<file path="config.mk">
export PLATFORM = sky130hd
export DESIGN_NAME = layer_output_serializer_flat
export DESIGN_NICKNAME = d
export VERILOG_FILES = /design/src/rtl/layer_output_serializer_if.sv /design/src/rtl/layer_output_serializer.sv /design/src/flat_wrapper.sv
export SDC_FILE = /design/constraint.sdc
export NUM_CORES = 1
export LEC_CHECK = 0
export CORE_MARGIN = 3
export CORE_UTILIZATION = 24
export DETAILED_ROUTE_END_ITERATION = 6
export GPL_TIMING_DRIVEN = 1
export PLACE_DENSITY = 0.47
export SETUP_SLACK_MARGIN = 0.2
export SYNTH_ARGS = -nofsm -noshare
export SYNTH_HDL_FRONTEND = slang
export SYNTH_SLANG_ARGS = --single-unit
</file>
<file path="constraint.sdc">
create_clock -name clk -period 7.1 [get_ports clk]
set_input_delay 1.065 -clock clk [delete_from_list [all_inputs] [get_ports clk]]
set_output_delay 1.065 -clock clk [all_outputs]
set_load 0.02 [all_outputs]
</file>
<file path="src/rtl/layer_output_serializer_if.sv">
// ---------------------------------------------------------------------------
// layer_output_serializer_if
//   Bus bundle between one neuron layer, the layer output serializer and the
//   shared input bus of the next layer.
//
//   in_data   : all neuron output words packed, word i = [i*dataWidth +: dataWidth]
//   in_valid  : per-neuron output valid strobe
//   out_data  : serialized word towards the next layer (mInput)
//   out_valid : out_data valid (mInputValid)
//   out_ready : consumer accepts the current word
//   out_index : neuron index of the word on out_data
//   out_last  : high with the word of the highest neuron index
//
//   master : upstream layer + downstream consumer side (drives in_*, out_ready)
//   slave  : serializer side
// ---------------------------------------------------------------------------
interface layer_output_serializer_if #(
  parameter int numNeuron = 30,
  parameter int dataWidth = 16
);
  localparam int idxWidth = $clog2(numNeuron);

  logic [numNeuron*dataWidth-1:0] in_data;
  logic [numNeuron-1:0]           in_valid;
  logic [dataWidth-1:0]           out_data;
  logic                           out_valid;
  logic                           out_ready;
  logic [idxWidth-1:0]            out_index;
  logic                           out_last;

  modport master (
    output in_data, in_valid, out_ready,
    input  out_data, out_valid, out_index, out_last
  );

  modport slave (
    input  in_data, in_valid, out_ready,
    output out_data, out_valid, out_index, out_last
  );
endinterface

</file>
<file path="src/rtl/layer_output_serializer.sv">
// ---------------------------------------------------------------------------
// layer_output_serializer
//   Collects the outputs of all numNeuron neurons of one layer (each with its
//   own, possibly skewed, valid strobe) and streams them one word per cycle,
//   neuron 0 first, onto the next layer's shared input bus. Double-buffered:
//   a capture stage gathers the next vector while the shift buffer streams
//   the previous one; completed vectors move across with no bubble.
//
//   clk     : rising-edge clock
//   rstn    : asynchronous active-low reset
//   bus     : serializer side of layer_output_serializer_if
//   busy    : high while a vector is being streamed (state SHIFT)
//   overrun : sticky; a neuron reported again before its previous word was
//             handed to the shift buffer (the new word is dropped)
// ---------------------------------------------------------------------------
module layer_output_serializer #(
  parameter int numNeuron = 30,
  parameter int dataWidth = 16
) (
  input  logic                      clk,
  input  logic                      rstn,
  layer_output_serializer_if.slave  bus,
  output logic                      busy,
  output logic                      overrun
);

  localparam int idxWidth = $clog2(numNeuron);
  localparam logic [idxWidth-1:0] LastIdx = idxWidth'(numNeuron - 1);

  typedef enum logic {
    IDLE  = 1'b0,
    SHIFT = 1'b1
  } state_t;

  state_t               state_q, state_d;
  logic [idxWidth-1:0]  idx_q, idx_d;
  logic [numNeuron-1:0] mask_q, mask_d;
  logic                 overrun_q, overrun_d;
  logic [dataWidth-1:0] cap_q   [numNeuron];
  logic [dataWidth-1:0] cap_d   [numNeuron];
  logic [dataWidth-1:0] shbuf_q [numNeuron];
  logic [dataWidth-1:0] shbuf_d [numNeuron];

  logic mask_full;
  logic beat_acc;
  logic last_acc;
  logic transfer;

  // Handshake qualifiers. A transfer needs a complete capture vector and a
  // free shift buffer: either nothing is streaming, or the final beat of the
  // current vector leaves this very cycle.
  always_comb begin
    mask_full = &mask_q;
    beat_acc  = (state_q == SHIFT) && bus.out_ready;
    last_acc  = beat_acc && (idx_q == LastIdx);
    transfer  = mask_full && ((state_q == IDLE) || last_acc);
  end

  // Capture stage, shift buffer load and FSM next state.
  always_comb begin
    state_d   = state_q;
    idx_d     = idx_q;
    mask_d    = mask_q;
    overrun_d = overrun_q;
    cap_d     = cap_q;
    shbuf_d   = shbuf_q;

    for (int i = 0; i < numNeuron; i++) begin
      if (transfer) begin
        // The mask restarts from this cycle's strobes so a neuron reporting
        // during the transfer already belongs to the next vector.
        mask_d[i] = bus.in_valid[i];
        if (bus.in_valid[i]) begin
          cap_d[i] = bus.in_data[i*dataWidth +: dataWidth];
        end
      end else if (bus.in_valid[i]) begin
        if (mask_q[i]) begin
          overrun_d = 1'b1;
        end else begin
          cap_d[i]  = bus.in_data[i*dataWidth +: dataWidth];
          mask_d[i] = 1'b1;
        end
      end
    end

    if (transfer) begin
      shbuf_d = cap_q;
    end

    unique case (state_q)
      IDLE: begin
        if (transfer) begin
          state_d = SHIFT;
          idx_d   = '0;
        end
      end
      SHIFT: begin
        if (beat_acc) begin
          if (idx_q != LastIdx) begin
            idx_d = idx_q + idxWidth'(1);
          end else if (transfer) begin
            state_d = SHIFT;
            idx_d   = '0;
          end else begin
            state_d = IDLE;
            idx_d   = '0;
          end
        end
      end
      default: begin
        state_d = IDLE;
        idx_d   = '0;
      end
    endcase
  end

  always_ff @(posedge clk or negedge rstn) begin
    if (!rstn) begin
      state_q   <= IDLE;
      idx_q     <= '0;
      mask_q    <= '0;
      overrun_q <= 1'b0;
      cap_q     <= '{default: '0};
      shbuf_q   <= '{default: '0};
    end else begin
      state_q   <= state_d;
      idx_q     <= idx_d;
      mask_q    <= mask_d;
      overrun_q <= overrun_d;
      cap_q     <= cap_d;
      shbuf_q   <= shbuf_d;
    end
  end

  // Outputs come only from registered state; nothing from in_* reaches them
  // combinationally.
  assign bus.out_valid = (state_q == SHIFT);
  assign bus.out_data  = (state_q == SHIFT) ? shbuf_q[idx_q] : '0;
  assign bus.out_index = idx_q;
  assign bus.out_last  = (state_q == SHIFT) && (idx_q == LastIdx);
  assign busy          = (state_q == SHIFT);
  assign overrun       = overrun_q;

endmodule
</file>
<file path="src/flat_wrapper.sv">
// flat-port wrapper written by rule: the top's interface ports become plain ports
module layer_output_serializer_flat 
#(
  parameter int numNeuron = 30,
  parameter int dataWidth = 16
)
  (clk, rstn, busy, overrun, bus_in_data, bus_in_valid, bus_out_ready, bus_out_data, bus_out_valid, bus_out_index, bus_out_last);
  layer_output_serializer_if #(.numNeuron(numNeuron), .dataWidth(dataWidth)) bus_i ();
  input  logic clk;
  input  logic rstn;
  output logic busy;
  output logic overrun;
  input wire logic [$bits(bus_i.in_data)-1:0] bus_in_data;
  input wire logic [$bits(bus_i.in_valid)-1:0] bus_in_valid;
  input wire logic [$bits(bus_i.out_ready)-1:0] bus_out_ready;
  output wire logic [$bits(bus_i.out_data)-1:0] bus_out_data;
  output wire logic [$bits(bus_i.out_valid)-1:0] bus_out_valid;
  output wire logic [$bits(bus_i.out_index)-1:0] bus_out_index;
  output wire logic [$bits(bus_i.out_last)-1:0] bus_out_last;
  assign bus_i.in_data = bus_in_data;
  assign bus_i.in_valid = bus_in_valid;
  assign bus_i.out_ready = bus_out_ready;
  assign bus_out_data = bus_i.out_data;
  assign bus_out_valid = bus_i.out_valid;
  assign bus_out_index = bus_i.out_index;
  assign bus_out_last = bus_i.out_last;
  layer_output_serializer #(.numNeuron(numNeuron), .dataWidth(dataWidth)) u_core (.clk(clk), .rstn(rstn), .bus(bus_i), .busy(busy), .overrun(overrun));
endmodule
</file>
==> flow_summary.json <==
{
  "slew-limit-headroom_pct": 26.2,
  "p_switching_mw": 9.61,
  "layout.nets": 3677,
  "ports_placed_on_the_boundary": 538,
  "cell_chosen_for_the_clock_root": "sky130_fd_sc_hd__clkbuf_16",
  "postCtsSetupRepairBufs": 0,
  "p_clk_share_pct": 22.7,
  "path_cells": "inv_1 > nand3_1 > o22ai_1 > a2111oi_2 > a21oi_1 > clkdlybuf4s50_1",
  "placement.io_buffers": 537,
  "final_hold_violations": 0,
  "netSwitchingFraction_pct": 34.3,
  "worst-endpoint-required_ps": 6030,
  "numClockSinks": 997,
  "worst_setup_hold_path_clk_slew_ps": 60,
  "setup.worst_path.start_class": "flop",
  "most_frequent_cells_in_the_layout": "sky130_fd_sc_hd__dfrtp_1 (993), sky130_fd_sc_hd__mux2_2 (635), sky130_fd_sc_hd__clkdlybuf4s50_1 (536)",
  "netlist_area_um2": 42600,
  "result_of_the_run": "completed",
  "design.die.area_um2": 183000,
  "cts-resized-gates": 0,
  "dieWidth_um": 427,
  "rr_startpoint": "u_core.bus.out_index[0]",
  "synthesis.nets": 3143,
  "worst_clock_skew_ps": 57.6,
  "final.min_clock_period_ps": 5820,
  "grt_start_max_net_pins": 151,
  "viasPerCell": 4.36,
  "route.final.wire_length_mm": 145,
  "final_common_cell": "sky130_fd_sc_hd__dfrtp_1",
  "worst_reg2reg_path_endpoint": "u_core.shbuf_q[37]",
  "synth.distinct_cells": 41,
  "critPathBufInv": 2,
  "maximum_fanout_along_the_worst_path": 34,
  "rsz0062_at_grt": "no",
  "p_leak_nw": 23.6,
  "final_antenna_violating_net_count": 0,
  "ys_dominant_reg_cell": "sky130_fd_sc_hd__dfrtp_1",
  "gpl.final_weighted_congestion": 0.784,
  "hpwl_mm": 105,
  "tritoncts": "yes",
  "largest_incremental_delay_on_the_critical_path_ps": 1030,
  "number_of_synthesized_flops_with_an_enable_pin": 0,
  "groute.usage.overall_pct": 15.7,
  "setup_total_negative_slack_ps": 0,
  "hold_path.class": "primary input to asynchronous set/reset pin",
  "hold_buffers": 0,
  "power.density_nw_per_um2": 512,
  "htree_num_levels": 3,
  "power.share.sequential_pct": 37.1,
  "worstMarginPinSlew_ps": 1110,
  "final-setup-viol-count": 0,
  "regToRegSetupSlack_ps": 3060,
  "power_report.internal_total_mw": 18.4,
  "crit_type": "flop to primary output",
  "synthArstFlopShare_pct": 100,
  "drt_iter0_markers": 1330,
  "layout-area-overhead-vs-synth_pct": 28.2,
  "cts_buffer_depth": 3,
  "slew_viol_final": 0,
  "synth-seq-area-share_pct": 58.5,
  "initial_core_util_pct": 24.2,
  "die_h_um": 427,
  "drive_above_1_share_pct": 39.7,
  "global_route_wire_length_before_repair_mm": 203,
  "dp_cells": 5384,
  "power.share.combinational_pct": 40.2,
  "critPathSlowestCell": "sky130_fd_sc_hd__a2111oi_2",
  "critical_path.top_delay_family": "compound AO/OA/AOI/OAI gates",
  "global_route.overflow_total": 0,
  "postSynthRegisterBits": 997,
  "fmaxAchievable_mhz": 172,
  "vias": 24506,
  "synth_area_per_cell_um2": 16.2,
  "max_cap_violations": 0,
  "ys_warn_count": 0,
  "cp-end-kind": "primary output",
  "max_ir_drop_vdd_v": 0.000354,
  "first_global_vias": 26423,
  "antenna_found_initial": 51,
  "timing.reg2reg.worst_path_depth": 6,
  "min_period_over_period_pct": 81.9,
  "post_layout_nonfiller_instances": 5617,
  "core.rowCount": 154,
  "drc": 0,
  "avgRoutedWirePerCell_um": 25.9,
  "worst_ep_arrival_time_ps": 4750,
  "worstSkewPairLatency_ps": 750,
  "drt-pass1-iter-count": 5,
  "cts-buffers-inserted": 116,
  "synthesis.instances": 2628,
  "core_area_um2": 176000
}
-- metal layers --
layer / part of all wire [%] / vias up / global-route usage, % / routed length [um]
met3: 3.4 / 241 / 2.78 / 4960
li1: - / 10757 / - / -
met4: 3.7 / 10 / 6.23 / 5440
met5: 0.044 / - / 0 / 64
met2: 52 / 503 / 27.6 / 75400
met1: 41 / 12995 / 18.9 / 59400
-- how the worst max path moves through the flow --
stage / startpoint / endpoint / slack (ps) / cells past startpoint
after floorplan: u_core.bus.out_index[0] / bus_out_data[10] / 3550 / 7
after global placement: u_core.bus.out_index[0] / bus_out_data[13] / 1840 / 7
after detailed placement: u_core.bus.out_index[0] / bus_out_data[13] / 1850 / 7
after CTS: u_core.bus.out_index[0] / bus_out_data[13] / 1000 / 7
after global routing: u_core.bus.out_index[0] / bus_out_data[15] / 950 / 7
final: u_core.bus.out_index[1] / bus_out_data[14] / 1280 / 6
-- power by group through the flow --
stage	Combinational, mW	Clock, mW	Sequential [mW]
2_1_floorplan	8.60	0	9.53
3_3_place_gp	11.3	0	10.5
3_5_place_dp	11.5	0	10.5
4_1_cts	11.5	6.59	10.4
5_1_grt	12.1	6.81	10.7
6_report	11.3	6.35	10.4
-- per-stage QoR --
stage                     setup slack, ps  cell area, um^2  power (mW)  utilization (%)  hold slack, ps
after floorplan                      3550            42600        18.1                -             453
after global placement               1840            50500        21.8             28.6             465
after detailed placement             1850            50500        21.9             28.6             473
after CTS                             998            54600        28.5             31.0             327
after global routing                  950            54600        29.6             31.0             350
final                                1280            54600        28.0             31.0             354
-- layout make-up --
type	count	area (um^2)
Inverter	4	15.0
Fill cell	17541	122000
Multi-Input combinational cell	1473	16800
Timing Repair Buffer	570	5770
Clock buffer	162	3360
Antenna cell	20	50.0
Clock inverter	51	723
Sequential cell	997	25000
Tap cell	2340	2930
-- cells in the mapped netlist (4+ instances only) --
master / count / area (um^2)
sky130_fd_sc_hd__o22ai_1: 17 / 106
sky130_fd_sc_hd__clkbuf_1: 35 / 131
sky130_fd_sc_hd__o31ai_2: 28 / 350
sky130_fd_sc_hd__nand2_1: 38 / 143
sky130_fd_sc_hd__a31oi_1: 16 / 100
sky130_fd_sc_hd__nand2_2: 30 / 188
sky130_fd_sc_hd__nor2_1: 21 / 78.8
sky130_fd_sc_hd__mux2_1: 46 / 518
sky130_fd_sc_hd__nand4_1: 10 / 62.6
sky130_fd_sc_hd__mux2_2: 635 / 7150
sky130_fd_sc_hd__o21ai_0: 36 / 180
sky130_fd_sc_hd__buf_4: 11 / 82.6
sky130_fd_sc_hd__dfrtp_1: 997 / 24900
sky130_fd_sc_hd__nand3_1: 6 / 30.0
sky130_fd_sc_hd__mux2i_1: 112 / 1120
sky130_fd_sc_hd__or2b_1: 20 / 150
sky130_fd_sc_hd__mux2_4: 280 / 4200
sky130_fd_sc_hd__mux4_2: 65 / 1460
sky130_fd_sc_hd__inv_1: 4 / 15.0
sky130_fd_sc_hd__a221oi_1: 16 / 140
sky130_fd_sc_hd__a2111oi_0: 16 / 140
sky130_fd_sc_hd__a22o_1: 5 / 43.8
sky130_fd_sc_hd__o211ai_1: 31 / 233
sky130_fd_sc_hd__a22oi_1: 13 / 97.6
sky130_fd_sc_hd__buf_2: 69 / 345
sky130_fd_sc_hd__buf_1: 8 / 30.0
sky130_fd_sc_hd__buf_6: 31 / 349
sky130_fd_sc_hd__nand2b_1: 13 / 81.3
-- flip-flops by register name, indices dropped and copies added (netlist names) --
register,count
u_core.cap_q,480
u_core.shbuf_q,480
u_core.bus.out_index,5
u_core.bus.out_valid,1
u_core.overrun,1
u_core.mask_q,30
-- kinds of logic (layout without fill, tap and decap cells) --
kind of cell	count (synthesis)	after routing	share of synthesized area (%)
AO/OA/AOI/OAI	185	185	3.38
other	0	20	0
AND/OR/NAND/NOR	148	148	1.88
flip-flops	997	997	58.5
multiplexers	1138	1138	33.9
buffers and inverters	158	787	2.24
adder cells (fa/ha/maj)	2	2	0.0587
Note: power is estimated with default switching activity, not from simulation.
